## config.mk

```make
export PLATFORM = sky130hd
export DESIGN_NAME = neuron_update_engine_flat
export DESIGN_NICKNAME = d
export VERILOG_FILES = /design/src/rtl/neuron_update_engine_pkg.sv /design/src/rtl/neuron_update_engine_if.sv /design/src/rtl/neuron_update_engine_datapath.sv /design/src/rtl/neuron_update_engine.sv /design/src/flat_wrapper.sv
export SDC_FILE = /design/constraint.sdc
export NUM_CORES = 2
export LEC_CHECK = 0
export ABC_CLOCK_PERIOD_IN_PS = 16250
export CAP_MARGIN = 10
export CORE_ASPECT_RATIO = 1.5
export CORE_MARGIN = 4
export CORE_UTILIZATION = 50
export CTS_CLUSTER_DIAMETER = 60
export DETAILED_ROUTE_END_ITERATION = 16
export GPL_ROUTABILITY_DRIVEN = 0
export PLACE_DENSITY_LB_ADDON = 0.1
export SLEW_MARGIN = 20
export SYNTH_ARGS = -nofsm -noshare
export SYNTH_HDL_FRONTEND = slang
export SYNTH_SLANG_ARGS = --single-unit
```

## constraint.sdc

```tcl
create_clock -name clk -period 16.25 [get_ports clk]
set_input_delay 3.25 -clock clk [delete_from_list [all_inputs] [get_ports clk]]
set_output_delay 3.25 -clock clk [all_outputs]
set_load 0.05 [all_outputs]
```

## src/rtl/neuron_update_engine_pkg.sv

```systemverilog
// Shared constants, FSM encoding and saturation helper for the neuron update engine.
package neuron_update_engine_pkg;

  // Q8.8 state words: MSB index and full signed width
  localparam int unsigned Q_MSB = 16;
  localparam int unsigned Q_W   = Q_MSB + 1;

  // Signed intermediate width; covers 10*v*v with headroom
  localparam int unsigned ACC_W = 40;

  // Izhikevich model defaults in Q8.8
  localparam int A_DEF     = 5;
  localparam int B_DEF     = 51;
  localparam int C_DEF     = -16640;
  localparam int D_DEF     = 2048;
  localparam int VPEAK_DEF = 7680;

  // Clamp limits of a Q_W-bit signed word
  localparam int Q_MAX = (1 << (Q_W - 1)) - 1;
  localparam int Q_MIN = -(1 << (Q_W - 1));

  typedef enum logic [2:0] {
    IDLE  = 3'd0,
    READ  = 3'd1,
    MUL   = 3'd2,
    ACC   = 3'd3,
    WRITE = 3'd4
  } state_t;

  // Clamp a wide intermediate into the signed state-word range
  function automatic logic signed [Q_W-1:0] sat(input logic signed [ACC_W-1:0] x);
    logic signed [ACC_W-1:0] hi;
    logic signed [ACC_W-1:0] lo;
    hi = ACC_W'(Q_MAX);
    lo = ACC_W'(Q_MIN);
    if (x > hi) begin
      sat = Q_W'(hi);
    end else if (x < lo) begin
      sat = Q_W'(lo);
    end else begin
      sat = Q_W'(x);
    end
  endfunction

endpackage

```

## src/rtl/neuron_update_engine_if.sv

```systemverilog
// State-memory / control bus between the update engine and its surroundings.
interface neuron_update_engine_if #(
  parameter int unsigned NUMWIDTH = 16,
  parameter int unsigned TAGBITS  = 1
);
  logic                      start;
  logic                      busy;
  logic                      done;
  logic [TAGBITS-1:0]        tag;
  logic signed [NUMWIDTH:0]  v_in;
  logic signed [NUMWIDTH:0]  u_in;
  logic signed [NUMWIDTH:0]  i_in;
  logic signed [NUMWIDTH:0]  v_new;
  logic signed [NUMWIDTH:0]  u_new;
  logic                      write_en;
  logic                      spike_valid;
  logic [TAGBITS-1:0]        spike_tag;

  // Controller / state-memory side
  modport master (
    output start, v_in, u_in, i_in,
    input  busy, done, tag, v_new, u_new, write_en, spike_valid, spike_tag
  );

  // Engine side
  modport slave (
    input  start, v_in, u_in, i_in,
    output busy, done, tag, v_new, u_new, write_en, spike_valid, spike_tag
  );
endinterface

```

## src/rtl/neuron_update_engine_datapath.sv

```systemverilog
// Combinational Izhikevich update for one neuron: (v, u, i) -> (v_next, u_next, fired).
module izh_datapath
  import neuron_update_engine_pkg::*;
#(
  parameter int A     = A_DEF,
  parameter int B     = B_DEF,
  parameter int C     = C_DEF,
  parameter int D     = D_DEF,
  parameter int VPEAK = VPEAK_DEF
) (
  input  logic signed [Q_W-1:0] v,
  input  logic signed [Q_W-1:0] u,
  input  logic signed [Q_W-1:0] i,
  output logic signed [Q_W-1:0] v_next,
  output logic signed [Q_W-1:0] u_next,
  output logic                  fired
);

  localparam logic signed [ACC_W-1:0] K_A     = ACC_W'(A);
  localparam logic signed [ACC_W-1:0] K_B     = ACC_W'(B);
  localparam logic signed [ACC_W-1:0] K_C     = ACC_W'(C);
  localparam logic signed [ACC_W-1:0] K_D     = ACC_W'(D);
  localparam logic signed [ACC_W-1:0] K_VPEAK = ACC_W'(VPEAK);
  localparam logic signed [ACC_W-1:0] K_TEN   = ACC_W'(10);
  localparam logic signed [ACC_W-1:0] K_FIVE  = ACC_W'(5);
  // 140.0 in Q8.8
  localparam logic signed [ACC_W-1:0] K_REST  = ACC_W'(35840);

  logic signed [ACC_W-1:0] v_x, u_x, i_x;
  logic signed [ACC_W-1:0] quad, v_sum, bv, adu, u_sum;

  // Wide signed evaluation; >>> floors toward negative infinity
  always_comb begin
    v_x    = ACC_W'(v);
    u_x    = ACC_W'(u);
    i_x    = ACC_W'(i);
    quad   = (K_TEN * v_x * v_x) >>> 16;
    v_sum  = v_x + quad + (K_FIVE * v_x) + K_REST - u_x + i_x;
    bv     = (K_B * v_x) >>> 8;
    adu    = (K_A * (bv - u_x)) >>> 8;
    u_sum  = u_x + adu;
    fired  = (v_x >= K_VPEAK);
    if (fired) begin
      v_next = Q_W'(K_C);
      u_next = sat(u_x + K_D);
    end else begin
      v_next = sat(v_sum);
      u_next = sat(u_sum);
    end
  end

endmodule

```

## src/rtl/neuron_update_engine.sv

```systemverilog
// Sweeps all neurons once per start: read state, compute update, write back, flag spikes.
module neuron_update_engine
  import neuron_update_engine_pkg::*;
#(
  parameter int unsigned NUMWIDTH   = Q_MSB,
  parameter int unsigned NUMNEURONS = 2,
  parameter int unsigned TAGBITS    = 1,
  parameter int          A          = A_DEF,
  parameter int          B          = B_DEF,
  parameter int          C          = C_DEF,
  parameter int          D          = D_DEF,
  parameter int          VPEAK      = VPEAK_DEF
) (
  input  logic                  clk,
  input  logic                  asyn_reset,
  neuron_update_engine_if.slave bus
);

  localparam int unsigned      QW       = NUMWIDTH + 1;
  localparam logic [TAGBITS-1:0] LAST_TAG = TAGBITS'(NUMNEURONS - 1);

  state_t             state_q, state_d;
  logic [TAGBITS-1:0] tag_q, tag_d;

  logic signed [QW-1:0] v_r, u_r, i_r;
  logic signed [QW-1:0] v_nx_c, u_nx_c;
  logic signed [QW-1:0] v_nx_r, u_nx_r;
  logic signed [QW-1:0] v_new_q, u_new_q;
  logic                 fired_c, fired_r;
  logic                 busy_q, done_q, we_q, spk_q;
  logic [TAGBITS-1:0]   spk_tag_q;

  izh_datapath #(
    .A     (A),
    .B     (B),
    .C     (C),
    .D     (D),
    .VPEAK (VPEAK)
  ) u_dp (
    .v      (v_r),
    .u      (u_r),
    .i      (i_r),
    .v_next (v_nx_c),
    .u_next (u_nx_c),
    .fired  (fired_c)
  );

  // State and tag registers
  always_ff @(posedge clk or posedge asyn_reset) begin
    if (asyn_reset) begin
      state_q <= IDLE;
      tag_q   <= '0;
    end else begin
      state_q <= state_d;
      tag_q   <= tag_d;
    end
  end

  // Next state and tag; a start coinciding with done is dropped
  always_comb begin
    state_d = state_q;
    tag_d   = tag_q;
    case (state_q)
      IDLE: begin
        if (bus.start && !done_q) begin
          state_d = READ;
          tag_d   = '0;
        end
      end
      READ:  state_d = MUL;
      MUL:   state_d = ACC;
      ACC:   state_d = WRITE;
      WRITE: begin
        if (tag_q == LAST_TAG) begin
          state_d = IDLE;
          tag_d   = '0;
        end else begin
          state_d = READ;
          tag_d   = tag_q + 1'b1;
        end
      end
      default: begin
        state_d = IDLE;
        tag_d   = '0;
      end
    endcase
  end

  // Operand capture in READ, datapath result capture in MUL
  always_ff @(posedge clk or posedge asyn_reset) begin
    if (asyn_reset) begin
      v_r     <= '0;
      u_r     <= '0;
      i_r     <= '0;
      v_nx_r  <= '0;
      u_nx_r  <= '0;
      fired_r <= 1'b0;
    end else begin
      if (state_q == READ) begin
        v_r <= bus.v_in;
        u_r <= bus.u_in;
        i_r <= bus.i_in;
      end
      if (state_q == MUL) begin
        v_nx_r  <= v_nx_c;
        u_nx_r  <= u_nx_c;
        fired_r <= fired_c;
      end
    end
  end

  // Registered outputs, aligned so strobes coincide with the WRITE state
  always_ff @(posedge clk or posedge asyn_reset) begin
    if (asyn_reset) begin
      busy_q    <= 1'b0;
      done_q    <= 1'b0;
      we_q      <= 1'b0;
      spk_q     <= 1'b0;
      spk_tag_q <= '0;
      v_new_q   <= '0;
      u_new_q   <= '0;
    end else begin
      busy_q <= (state_d != IDLE);
      done_q <= (state_q == WRITE) && (state_d == IDLE);
      we_q   <= (state_d == WRITE);
      spk_q  <= (state_q == ACC) && fired_r;
      if (state_q == ACC) begin
        v_new_q <= v_nx_r;
        u_new_q <= u_nx_r;
        if (fired_r) begin
          spk_tag_q <= tag_q;
        end
      end
    end
  end

  assign bus.busy        = busy_q;
  assign bus.done        = done_q;
  assign bus.tag         = tag_q;
  assign bus.write_en    = we_q;
  assign bus.spike_valid = spk_q;
  assign bus.spike_tag   = spk_tag_q;
  assign bus.v_new       = v_new_q;
  assign bus.u_new       = u_new_q;

endmodule

```

## src/flat_wrapper.sv

```systemverilog
// flat-port wrapper written by rule: the top's interface ports become plain ports
module neuron_update_engine_flat import neuron_update_engine_pkg::*;
#(
  parameter int unsigned NUMWIDTH   = Q_MSB,
  parameter int unsigned NUMNEURONS = 2,
  parameter int unsigned TAGBITS    = 1,
  parameter int          A          = A_DEF,
  parameter int          B          = B_DEF,
  parameter int          C          = C_DEF,
  parameter int          D          = D_DEF,
  parameter int          VPEAK      = VPEAK_DEF
)
  (clk, asyn_reset, bus_start, bus_v_in, bus_u_in, bus_i_in, bus_busy, bus_done, bus_tag, bus_v_new, bus_u_new, bus_write_en, bus_spike_valid, bus_spike_tag);
  neuron_update_engine_if #(.NUMWIDTH(NUMWIDTH), .TAGBITS(TAGBITS)) bus_i ();
  input  logic clk;
  input  logic asyn_reset;
  input wire logic [$bits(bus_i.start)-1:0] bus_start;
  input wire logic [$bits(bus_i.v_in)-1:0] bus_v_in;
  input wire logic [$bits(bus_i.u_in)-1:0] bus_u_in;
  input wire logic [$bits(bus_i.i_in)-1:0] bus_i_in;
  output wire logic [$bits(bus_i.busy)-1:0] bus_busy;
  output wire logic [$bits(bus_i.done)-1:0] bus_done;
  output wire logic [$bits(bus_i.tag)-1:0] bus_tag;
  output wire logic [$bits(bus_i.v_new)-1:0] bus_v_new;
  output wire logic [$bits(bus_i.u_new)-1:0] bus_u_new;
  output wire logic [$bits(bus_i.write_en)-1:0] bus_write_en;
  output wire logic [$bits(bus_i.spike_valid)-1:0] bus_spike_valid;
  output wire logic [$bits(bus_i.spike_tag)-1:0] bus_spike_tag;
  assign bus_i.start = bus_start;
  assign bus_i.v_in = bus_v_in;
  assign bus_i.u_in = bus_u_in;
  assign bus_i.i_in = bus_i_in;
  assign bus_busy = bus_i.busy;
  assign bus_done = bus_i.done;
  assign bus_tag = bus_i.tag;
  assign bus_v_new = bus_i.v_new;
  assign bus_u_new = bus_i.u_new;
  assign bus_write_en = bus_i.write_en;
  assign bus_spike_valid = bus_i.spike_valid;
  assign bus_spike_tag = bus_i.spike_tag;
  neuron_update_engine #(.NUMWIDTH(NUMWIDTH), .NUMNEURONS(NUMNEURONS), .TAGBITS(TAGBITS), .A(A), .B(B), .C(C), .D(D), .VPEAK(VPEAK)) u_core (.clk(clk), .asyn_reset(asyn_reset), .bus(bus_i));
endmodule
```

==> metrics.md <==
| Metric | Value |
|---|---|
| Diodes inserted | 0 |
| Most used standard cells in the synthesized netlist | 759 x inv_1, 465 x fa_1, 376 x nand2_1, 347 x ha_1, 143 x and2_1 |
| Inserted Clock Buffers | 17 |
| Xor/xnor cell area share of the yosys netlist | 0.0375 |
| First-pass iteration count of the detailed router | 5 |
| Synthesis-stage register bit count | 129 |
| Ratio of routed vias to standard cells | 5.40 |
| Worst-path fanout max | 25 |
| Post-synth EDFFs | 0 |
| Hold-fix buffer count after cts | 0 |
| Launch instance of the worst register-to-register path | u_core.v_r[2] |
| Period minus WS final | 14,670 ps |
| First DRT Iteration DRCs | 1,068 |
| H-tree levels | 4 |
| Achievable frequency | 0.0682 GHz |
| Detailed-route DRC error count | 0 |
| Count of pins over their slew limit | 0 |
| Worst Setup End Kind | flip-flop |
| Worst R2R End | u_core.v_nx_r[7] |
| Die area | 0.0595 mm2 |
| Slowest cell on crit path | o21ai_0 |
| Placed standard-cell area | 0.0296 mm2 |
| Worst Path Required | 16,600 ps |
| Most instantiated flip-flop cell in the synthesis netlist | dfrtp_1 |
| Mux share of post-synthesis cell area | 0.00693 |
| Hold Crit Class | flip-flop to flip-flop |
| Share of flip-flops with an asynchronous set or reset after synthesis | 1.00 |
| Maximum number of buffers from clock root to sink | 2 |
| Max-cap violations | 0 |
| Type of element launching the critical path | flip-flop |
| Sequential fraction of the synthesis area | 0.116 |
| Post-placement worst setup slack | 1750 ps |
| Floorplan Core Area | 0.0549 mm2 |
| Combinational family with the most area after synthesis | adder cells |
| Antenna violations before repair | 0 |
| Filler cell count | 5,138 |
| Die extent in x | 201 um |
| Setup TNS Final | 0 ps |
| Pin count of the biggest net entering global routing | 91 |
| Overall via count from detail_route | 21,300 |
| Mean instance size in the synthesized netlist | 8.78 um2 |
| Number of setup buffers added after CTS | 0 |
| First-pass GRT wire length | 126,000 um |
| Endpoint of the worst setup timing path | u_core.v_nx_r[7] |
| Share of the cycle needed by the critical path after routing | 0.903 |
| Maximum single-stage delay on the critical path | 560 ps |
| Count of buffers from port buffering | 93 |
| Final HPWL from detailed placement | 63,200 um |
| Outcome | finished, final reports clean |
| Post-Syn Area | 0.0278 mm2 |
| Total wire length after detailed routing | 77,700 um |
| DR WL/cell | 19.7 um |
| Area Growth Syn to Fin | 8.63% |
| Most repeated cell in the gate-level netlist after synthesis | inv_1 |
| Synthesized netlist cell count | 3,168 |
| Synthesis warning total | 0 |
| Net count of the mapped netlist | 4,034 |
| Leading post-synthesis cells by cell area | fa_1 33%, ha_1 16%, dfrtp_1 12% |
| Arrival @ worst endpoint | 15,020 ps |
| Post-route cell area | 0.0302 mm2 |
| Congestion Overflow GR | 0 |
| TritonCTS Sinks | 129 |
| Root buffer selected by CTS | clkbuf_16 |
| Worst setup path category | flip-flop to flip-flop |
| Clock tree from TritonCTS | done |
| Rel. slew slack | 0.282 |
| Area share of the largest cell type after synthesis | 0.335 |
| Compound-Gate Fraction of Synth Area | 0.0906 |
| Clock latency on the worst-skew pair | 450 ps |
| Row count | 105 |
| Reg2Reg Depth | 50 |
| Simple-gate area share of the yosys netlist | 0.143 |
| Final count of negative-setup-slack endpoints | 0 |
| RSZ-0062 raised after global routing | false |
| Resized Gates After CTS | 0 |
| Total routing usage reported by global routing | 0.266 |
| IO Pins | 94 |
| Vert. Die Dim | 297 um |
| Via count of the first global-routing pass | 23,700 |
| CP startpoint | u_core.v_r[2] |
| Unique cell type count in the Yosys netlist | 78 |
| Yosys top cell by area | fa_1 |
| Most common cell on crit path | fa_1 |
| Worst Clk Skew | 22.5 ps |
| Number of nets in the layout | 4,104 |
| Post-synthesis adder-cell area fraction | 0.492 |
| Layout cell share with drive strength beyond 1 | 0.0391 |
| Clock edge transition at the registers on the reported setup and hold paths | 80 ps |
| Starting Density | 0.507 |
| PnR worst setup slack | 1580 ps |
| Worst R2R Setup Slack | 1580 ps |
| Number of nets with antenna violations after routing | 0 |
| Final Hold Vio Count | 0 |
| Slew @ Worst Pin | 1080 ps |
[routing by layer]
metal  GRT usage  up-vias  share of wire
met4       0.130        0          0.055
met2       0.502      544           0.54
met3      0.0285      182          0.038
li1            -     9902              -
met1       0.296    10700           0.37
met5           0        -              0
[logic make-up after synthesis]
logic type / Yosys count
compound gates: 397
xor+xnor: 119
fa+ha+maj: 816
buf+inv: 843
flops: 129
mux: 17
simple gates: 847
[metrics by stage]
stage | utilization | hold WS (ps) | instances
2_1_floorplan | - | 433 | 3168
3_3_place_gp | 0.540 | 446 | 3914
3_5_place_dp | 0.540 | 446 | 3914
4_1_cts | 0.550 | 453 | 3946
5_1_grt | 0.550 | 472 | 3946
6_report | 0.550 | 456 | 3946
[sequential cells by signal (all words and copies together) (netlist names)]
register / cells
u_core.bus.done: 1
u_core.bus.tag: 1
u_core.fired_r: 1
u_core.bus.u_new: 17
u_core.u_nx_r: 17
u_core.bus.busy: 1
u_core.bus.v_new: 17
u_core.bus.write_en: 1
u_core.v_nx_r: 17
u_core.i_r: 17
u_core.state_q: 3
u_core.bus.spike_tag: 1
u_core.u_r: 17
u_core.v_r: 17
u_core.bus.spike_valid: 1
[critical path: cells and delay by family (launching register included)]
| kind | cells | cell delay, ps |
|---|---|---|
| compound gates | 18 | 4480 |
| flops | 1 | 360 |
| simple gates | 8 | 1520 |
| buf+inv | 8 | 760 |
| fa+ha+maj | 16 | 7360 |
[worst min-delay path by stage]
stage	depth (start not counted)	slack, ps	end	from
final	2	460	u_core.bus.v_new[14]	u_core.v_nx_r[14]
after global placement	2	450	u_core.bus.v_new[14]	u_core.v_nx_r[14]
after global routing	2	470	u_core.bus.u_new[9]	u_core.u_nx_r[9]
after CTS	2	450	u_core.bus.v_new[14]	u_core.v_nx_r[14]
after floorplan	2	430	u_core.bus.v_new[14]	u_core.v_nx_r[14]
after detailed placement	2	450	u_core.bus.v_new[14]	u_core.v_nx_r[14]
[cell type report]
type,instances,area [um2],area share
clock buffer,19,443,0.0147
timing repair buffer,133,1230,0.0407
sequential,129,3230,0.107
multi-input combinational,2196,21500,0.710
clock inverter,13,128,0.00422
tap,695,870,0.0288
inverter,761,2860,0.0947
[placed cells by master (no fill, tap or decap), types with 17 or more instances in the layout]
master           count
nand3_1             36
and3_1              20
xor2_1              35
o21ai_0            102
nor2_1             137
clkdlybuf4s50_1     93
and2_1             143
xnor2_1             81
ha_1               347
fa_1               465
a21o_1              38
nor2b_1             19
a21oi_1            111
nand2_1            376
nor3_1              26
clkbuf_16           17
dfrtp_1            129
inv_1              758
nand2b_1            32
buf_4               40
Power is not shown: default switching activity piles up to over one toggle a cycle in this logic, so the estimate is an artifact.
